File: config.mk
export PLATFORM = sky130hd
export DESIGN_NAME = normalizar_divisao
export DESIGN_NICKNAME = d
export VERILOG_FILES = /design/src/rtl/divisao_pkg.sv /design/src/rtl/normalizar_divisao.sv
export SDC_FILE = /design/constraint.sdc
export NUM_CORES = 1
export LEC_CHECK = 0
export CAP_MARGIN = 20
export CORE_UTILIZATION = 40
export DETAILED_ROUTE_END_ITERATION = 16
export GPL_TIMING_DRIVEN = 0
export HOLD_SLACK_MARGIN = 0.02
export PLACE_DENSITY = 0.66
export SETUP_SLACK_MARGIN = 0.05
export SLEW_MARGIN = 40
export SYNTH_ARGS = -nofsm -noshare
export SYNTH_HDL_FRONTEND = slang
export SYNTH_SLANG_ARGS = --single-unit
File: constraint.sdc
create_clock -name clk -period 3.5 [get_ports clk]
set_input_delay 0.875 -clock clk [delete_from_list [all_inputs] [get_ports clk]]
set_output_delay 0.875 -clock clk [all_outputs]
set_load 0.005 [all_outputs]
File: src/rtl/divisao_pkg.sv
// Shared definitions for the normalizer and the Goldschmidt divider (dividir).
// Q8.12 operand format, fixed-point constants and the sequencing state encoding.
package divisao_pkg;
    localparam int LARGURA = 20;
    localparam int FRAC    = 12;

    localparam logic [LARGURA-1:0] UM   = 20'h01000;
    localparam logic [LARGURA-1:0] DOIS = 20'h02000;
    localparam logic [LARGURA-1:0] MEIO = 20'h00800;
    localparam logic [LARGURA-1:0] SAT  = 20'hFFFFF;

    typedef enum logic [1:0] {
        IDLE = 2'd0,
        NORM = 2'd1,
        DONE = 2'd2
    } estado_t;
endpackage

File: src/rtl/normalizar_divisao.sv
// Shifts a Q8.12 dividend/divisor pair until the divisor is in [0.5, 1.0) and emits F0 = 2 - divisor.
// Build option: define NORM_DUPLA_EN to shift two bits per cycle when at least two remain.
module normalizar_divisao
    import divisao_pkg::*;
(
    input  logic               clk,
    input  logic               rst_n,
    input  logic               in_valid,
    output logic               in_ready,
    input  logic [LARGURA-1:0] dividendo_i,
    input  logic [LARGURA-1:0] divisor_i,
    output logic               out_valid,
    input  logic               out_ready,
    output logic [LARGURA-1:0] apDividendo_o,
    output logic [LARGURA-1:0] apDivisor_o,
    output logic [LARGURA-1:0] fator_o,
    output logic [4:0]         desloc_o,
    output logic               saturado_o,
    output logic               erro_div_zero_o
);
    estado_t             estado_q, estado_d;
    logic [LARGURA-1:0]  dvd_q, dvd_d, dvs_q, dvs_d;
    logic signed [4:0]   cnt_q, cnt_d;
    logic                sat_q, sat_d;

    logic [LARGURA-1:0]  ap_dvd_q, ap_dvd_d, ap_dvs_q, ap_dvs_d, fator_q, fator_d;
    logic [4:0]          desloc_q, desloc_d;
    logic                sat_o_q, sat_o_d, erro_q, erro_d;

    always_ff @(posedge clk or negedge rst_n) begin
        if (!rst_n) begin
            estado_q <= IDLE;
            dvd_q    <= '0;
            dvs_q    <= '0;
            cnt_q    <= '0;
            sat_q    <= 1'b0;
            ap_dvd_q <= '0;
            ap_dvs_q <= '0;
            fator_q  <= '0;
            desloc_q <= '0;
            sat_o_q  <= 1'b0;
            erro_q   <= 1'b0;
        end else begin
            estado_q <= estado_d;
            dvd_q    <= dvd_d;
            dvs_q    <= dvs_d;
            cnt_q    <= cnt_d;
            sat_q    <= sat_d;
            ap_dvd_q <= ap_dvd_d;
            ap_dvs_q <= ap_dvs_d;
            fator_q  <= fator_d;
            desloc_q <= desloc_d;
            sat_o_q  <= sat_o_d;
            erro_q   <= erro_d;
        end
    end

    always_comb begin
        estado_d = estado_q;
        dvd_d    = dvd_q;
        dvs_d    = dvs_q;
        cnt_d    = cnt_q;
        sat_d    = sat_q;
        ap_dvd_d = ap_dvd_q;
        ap_dvs_d = ap_dvs_q;
        fator_d  = fator_q;
        desloc_d = desloc_q;
        sat_o_d  = sat_o_q;
        erro_d   = erro_q;

        case (estado_q)
            IDLE: begin
                if (in_valid) begin
                    dvd_d = dividendo_i;
                    dvs_d = divisor_i;
                    cnt_d = '0;
                    sat_d = 1'b0;
                    if (divisor_i == '0) begin
                        ap_dvd_d = '0;
                        ap_dvs_d = '0;
                        fator_d  = '0;
                        desloc_d = '0;
                        sat_o_d  = 1'b0;
                        erro_d   = 1'b1;
                        estado_d = DONE;
                    end else begin
                        estado_d = NORM;
                    end
                end
            end
            NORM: begin
                if (dvs_q[19:12] != '0) begin
`ifdef NORM_DUPLA_EN
                    if (dvs_q[19:13] != '0) begin
                        dvs_d = dvs_q >> 2;
                        dvd_d = dvd_q >> 2;
                        cnt_d = cnt_q - 5'sd2;
                    end else begin
                        dvs_d = dvs_q >> 1;
                        dvd_d = dvd_q >> 1;
                        cnt_d = cnt_q - 5'sd1;
                    end
`else
                    dvs_d = dvs_q >> 1;
                    dvd_d = dvd_q >> 1;
                    cnt_d = cnt_q - 5'sd1;
`endif
                end else if (!dvs_q[11]) begin
`ifdef NORM_DUPLA_EN
                    if (dvs_q[11:10] == 2'b00) begin
                        dvs_d = dvs_q << 2;
                        sat_d = sat_q | (dvd_q[19:18] != 2'b00);
                        dvd_d = sat_d ? SAT : (dvd_q << 2);
                        cnt_d = cnt_q + 5'sd2;
                    end else begin
                        dvs_d = dvs_q << 1;
                        sat_d = sat_q | dvd_q[19];
                        dvd_d = sat_d ? SAT : (dvd_q << 1);
                        cnt_d = cnt_q + 5'sd1;
                    end
`else
                    // Once saturated the dividend is pinned at SAT for the rest of the operation.
                    dvs_d = dvs_q << 1;
                    sat_d = sat_q | dvd_q[19];
                    dvd_d = sat_d ? SAT : (dvd_q << 1);
                    cnt_d = cnt_q + 5'sd1;
`endif
                end else begin
                    ap_dvd_d = dvd_q;
                    ap_dvs_d = dvs_q;
                    fator_d  = DOIS - dvs_q;
                    desloc_d = cnt_q;
                    sat_o_d  = sat_q;
                    erro_d   = 1'b0;
                    estado_d = DONE;
                end
            end
            DONE: begin
                if (out_ready) estado_d = IDLE;
            end
            default: estado_d = IDLE;
        endcase
    end

    assign in_ready        = (estado_q == IDLE);
    assign out_valid       = (estado_q == DONE);
    assign apDividendo_o   = ap_dvd_q;
    assign apDivisor_o     = ap_dvs_q;
    assign fator_o         = fator_q;
    assign desloc_o        = desloc_q;
    assign saturado_o      = sat_o_q;
    assign erro_div_zero_o = erro_q;
endmodule
Word level (Yosys, flattened, before mapping)
Cells that the tools add are included.

Bits in read-only memories: 0. RAM bits: 0. Bits in registers: 115. Bits in latches: 0. Memories kept: 0. Input port bits: 44.

Equality and inequality tests: 9. Div/mod/pow operators: 0. Shift operators: 0. Reduce and logical (&&, ||, !) cells: 9. $lt $le $gt $ge: 0. Bitwise logic cells: 1. Add/sub/neg operators: 3. Mux-type cells: 49. Multiply operators: 0.

Operators with widths (number): $mux 20 (15); $pmux 20 s2 (5); $mux 5 (7); $logic_not 20->1 (1); $pmux 5 s2 (2); $sub 14x20->20 const A (1); $mux 1 (11); $mux 2 (5); $ne 2x2->1 const B (4); $reduce_and 4->1 (2); $reduce_bool 8->1 (1); $pmux 1 s2 (3); $pmux 2 s3 (1); $add 5x2->5 const B (1); $reduce_and 5->1 (1); $sub 5x2->5 const B (1); $ne 2x1->1 const B (2); $ne 3x3->1 const B (1); $reduce_and 3->1 (1); $eq 2x1->1 const B (1); $eq 2x2->1 const B (1); $logic_not 2->1 (1); $reduce_and 2->1 (1); $reduce_bool 2->1 (1); $or 1x1->1 (1).

Longest topological paths before layout
Depth in word-level cells: 5. Gate-level depth with buffers: 10.

Worst setup path before layout
Ideal clock, no wire load.

Path kind: reg-to-reg. Start point: register dvs_q[16]. End point: register cnt_q[3]. Stages on the path, launching flop included: 11. Arrival: 2.434 ns. Slack: 0.945 ns. Data required time: 3.379 ns. Setup time: 0.121 ns. Period minus slack after synthesis: 2.555 ns. Cells stage by stage: dfrtp_1 or4_4 nor2_8 inv_4 clkbuf_1 ha_1 nand2_1 a211oi_1 nor4_1 xnor2_1 a22o_1.

Longest elaborated chain between the ends: 3. Elaborated cells between the ends (all ways): 5. Classes of those cells: 1 x eq/ne; 2 x mux; 2 x reduce/logical.

Ends and longest elaborated chain: start: declaration (line normalizar_divisao.sv:22) `logic [LARGURA-1:0] dvd_q, dvd_d, dvs_q, dvs_d;`; start signal: assignment (line normalizar_divisao.sv:46) `dvs_q <= dvs_d;`; $reduce_bool 8->1 (*) (line normalizar_divisao.sv:92) `if (dvs_q[19:12] != '0) begin`; $ne 3x3->1 (no source line) or $mux 5 (tied branches); $reduce_and 3->1 (no source line) or $pmux 5 s2 (tied branches); end signal: assignment (line normalizar_divisao.sv:47) `cnt_q <= cnt_d;`; end: declaration (line normalizar_divisao.sv:23) `logic signed [4:0] cnt_q, cnt_d;`.

Every way passes the cells marked *; elsewhere a longest branch is shown, timed or not. A chain may end at the register's enable or synchronous reset.

Final worst setup path
Start point: input port divisor_i[13]. End point: register fator_q[9], in the netlist fator_o[9].

Longest elaborated chain between the ends: 3.

Ends and longest elaborated chain: start: declaration (line normalizar_divisao.sv:11) `input logic [LARGURA-1:0] divisor_i,`; $logic_not 20->1 (line normalizar_divisao.sv:78) `if (divisor_i == '0) begin`; $ne 2x1->1 (no source line); $reduce_and 5->1 (no source line); end signal: assignment (line normalizar_divisao.sv:51) `fator_q <= fator_d;`; end: declaration (line normalizar_divisao.sv:26) `logic [LARGURA-1:0] ap_dvd_q, ap_dvd_d, ap_dvs_q, ap_dvs_d, fator_q, fator_d;`.

No other way between the ends.

==> results.yml <==
outcome:
  status: "complete, no violations"
cells_and_area:
  fill_cells: 1176
  drive_gt1_share_pct: 8.288
  area_delta_synth_final_pct: 35.70
  insertedDiodeCount: 0
  fin_util_pct: 55.39
  final_nets: 772
  fin_cells: 912
detailed_routing:
  drt_iter0_drc: 399
  vias: 4977
  routed.top_layer: "met4"
  wl_met2_mm: 6.943
  routedWlPerCell_um: 16.63
  drcViolationCount: 0
  wl_mm: 15.16
  viasPerCell: 5.457
  postRouteAntennaNets: 0
  wl_met1_mm: 6.859
  drt_first_pass_iters: 5
  wl_met3_um: 929
timing:
  slew_headroom_pct: 50.04
  rsz0062_at_grt: "no"
  max_freq_mhz: 335.3
  finClkSkew_ns: 0.007321
  finalSetupViolations: 0
  setup_tns_ns: 0
  hold-worst-slack_ns: 0.4147
  final_hold_viol_count: 0
  worst_pin_slew_ns: 0.7494
  finalCritPeriodShare_pct: 85.21
  slew_viol_final: 0
  setup_slack_ns: 0.5177
  final.min_clock_period_ns: 2.982
place:
  dpl.hpwl_mm: 10.84
  gp_congestion: 0.9029
  place_ws_ns: 0.1475
  io_buffer_count: 112
  placedCellCount: 880
power:
  p_per_area_nw_per_um2: 795.4
  p_leak_nw: 3.244
  vdd_ir_drop_max_mv: 0.3438
floorplanning:
  ioPinCount: 113
  dieArea_um2: 13930
  fp.dieW_um: 118.0
  initial_core_util_pct: 40.82
  core-area_um2: 13190
  rows: 42
  die_h_um: 118.0
clock_network:
  cts_resized: 0
  clkTransAtPathRegs_ns: 0.05
  clock_path_buffers: 2
  cts_root_buf: "clkbuf_16"
  cts_tree: "done"
  htreeDepth: 4
  numCtsBuffers: 17
  postCtsSetupRepairBufs: 0
  clk_latency_ns: 0.42
  clkSinkCount: 114
  hold_buffers: 0
critical_path:
  path_cells: "clkdlybuf4s50_1 > nor4_1 > nand4_1 > nor3_1 > buf_2 > buf_2 > o22ai_1"
  max_stage_delay_ns: 0.57
  start_kind: "input port"
  cpLargestDelayFamily: "simple AND/OR/NAND/NOR gates"
  crit_buf_inv: 3
  cp_slowest_cell: "nor4_1"
  required_ns: 3.79
  endpoint_kind: "flip-flop"
  crit_top_cell: "buf_2"
  cp_max_fo: 10
  worstSetupPathType: "input port to flip-flop"
  worst-endpoint-arrival_ns: 3.27
synthesis:
  synth_top_area_share_pct: 52.99
  synth-seq-cells: 114
  yosys.area.top_type: "dfrtp_1"
  synth.avg_cell_area_um2: 9.110
  syn_nets: 640
  synth_cell_types: 51
  synthesis.area_um2: 5384
  yosysSeqAreaShare_pct: 52.99
  synth-edff-count: 0
  synthFlopType: "dfrtp_1"
  synth_most_common_cell: "nand2_1"
  synthTopCellsByArea: "dfrtp_1 (53%), nand2_1 (8.8%), o21ai_0 (4.4%)"
  yosysWarnings: 0
  synthArstFlopShare_pct: 100.0
  syn_inst: 591
  synthTopCellsByCount: "nand2_1 (126), dfrtp_1 (114), o21ai_0 (47)"
run:
  drv_cap: 0
global_routing:
  antenna_found_initial: 0
  grt.total_usage_pct: 23.15
  grt_overflow: 0
  grt_pass1_wl_mm: 24.85
  grt_max_degree: 67
  grt_pass1_vias: 4873
worst_hold_path:
  hold_class: "input port to asynchronous set/reset pin"
==> worst reg2reg max path: cells and delay by family (launching register included) <==
family	cells	cell delay, ns
DFF	1	0.41
adders and majority gates	1	0.43
xor gates and xnor gates	1	0.10
AOI/OAI and AO/OA	2	0.25
and+or+nand+nor	4	1.24
buffers and inverters	2	0.39
==> registers in the layout, summed over array words and instances (netlist names), 2 cells and up <==
signal         cells
apDividendo_o     20
dvd_q             20
estado_q           2
apDivisor_o       20
fator_o           19
desloc_o           5
dvs_q             20
cnt_q              5
==> cell families after synthesis <==
| family | Yosys count | synth area share, % |
|---|---|---|
| AO/OA/AOI/OAI | 154 | 17.55 |
| XOR/XNOR | 11 | 1.789 |
| adder cells (fa/ha/maj) | 5 | 1.162 |
| buffers and inverters | 58 | 4.857 |
| flip-flops | 114 | 52.99 |
| multiplexers | 1 | 0.2091 |
| AND/OR/NAND/NOR | 248 | 21.45 |
==> layout make-up <==
| type | instances | area [um^2] | share of cell area [%] |
|---|---|---|---|
| clock inverter | 11 | 87.58 | 1.199 |
| buffer | 52 | 236.5 | 3.237 |
| sequential | 114 | 2853 | 39.05 |
| timing repair buffer | 113 | 1154 | 15.79 |
| clock buffer | 21 | 460.4 | 6.302 |
| multi-input combinational | 419 | 2270 | 31.07 |
| inverter | 6 | 25.02 | 0.3425 |
| tap | 176 | 220.2 | 3.014 |
==> layer usage <==
| layer | up-vias | track usage, % |
|---|---|---|
| met1 | 2398 | 30.97 |
| li1 | 2344 | - |
| met5 | - | 0 |
| met4 | 0 | 11.94 |
| met2 | 206 | 35.18 |
| met3 | 29 | 5.136 |
==> cells in the final DEF (no fill, tap or decap), types with 3 or more instances in the layout <==
cell | Yosys | routed
clkinvlp_4 | 0 | 3
clkdlybuf4s50_1 | 0 | 111
nand3_1 | 11 | 11
a31oi_1 | 17 | 17
o211ai_1 | 7 | 7
a21oi_1 | 12 | 12
o21ai_1 | 21 | 21
a22o_1 | 3 | 3
a21o_1 | 3 | 3
xnor2_1 | 5 | 5
xor2_1 | 6 | 6
nor2b_1 | 4 | 4
nand3b_1 | 3 | 3
and3_1 | 26 | 26
nor4_1 | 9 | 9
clkbuf_16 | 0 | 17
clkbuf_1 | 32 | 34
dfrtp_1 | 114 | 114
a211oi_1 | 12 | 12
o21ai_0 | 47 | 47
ha_1 | 5 | 5
nand2_1 | 126 | 126
buf_2 | 15 | 15
or3_1 | 7 | 7
inv_1 | 5 | 5
clkinv_2 | 0 | 7
o22ai_1 | 11 | 11
nor3_1 | 5 | 5
a22oi_1 | 7 | 7
nor2_1 | 43 | 43
nand2b_1 | 4 | 4
==> power by group <==
part	switching, mW	leakage, nW	total (mW)	internal [mW]
Sequential	0.302	1.24	2.01	1.71
Combinational	1.27	1.73	2.21	0.936
Clock	0.595	0.268	1.60	1.00
==> worst paths after layout <==
check	from	endpoint	slack, ns	cells after the start
worst max-delay path	divisor_i[13]	fator_o[9]$_DFFE_PN0P_	0.52	7
worst min-delay path	rst_n	fator_o[15]$_DFFE_PN0P_	0.41	1
worst max register to register	dvs_q[16]$_DFFE_PN0P_	cnt_q[3]$_DFFE_PN0P_	0.58	10
worst min register to register	cnt_q[4]$_DFFE_PN0P_	cnt_q[4]$_DFFE_PN0P_	0.48	1
max in group asynchronous	rst_n	dvs_q[4]$_DFFE_PN0P_	2.47	2
min in group clk	cnt_q[4]$_DFFE_PN0P_	cnt_q[4]$_DFFE_PN0P_	0.48	1
==> through the flow <==
stage                     power, mW  area (um^2)
after floorplan               3.422         5384
after global placement        4.134         6725
after detailed placement      4.206         6758
after CTS                     5.821         7306
after global routing          6.194         7306
final                         5.811         7306
(Power assumes the default switching activity.)
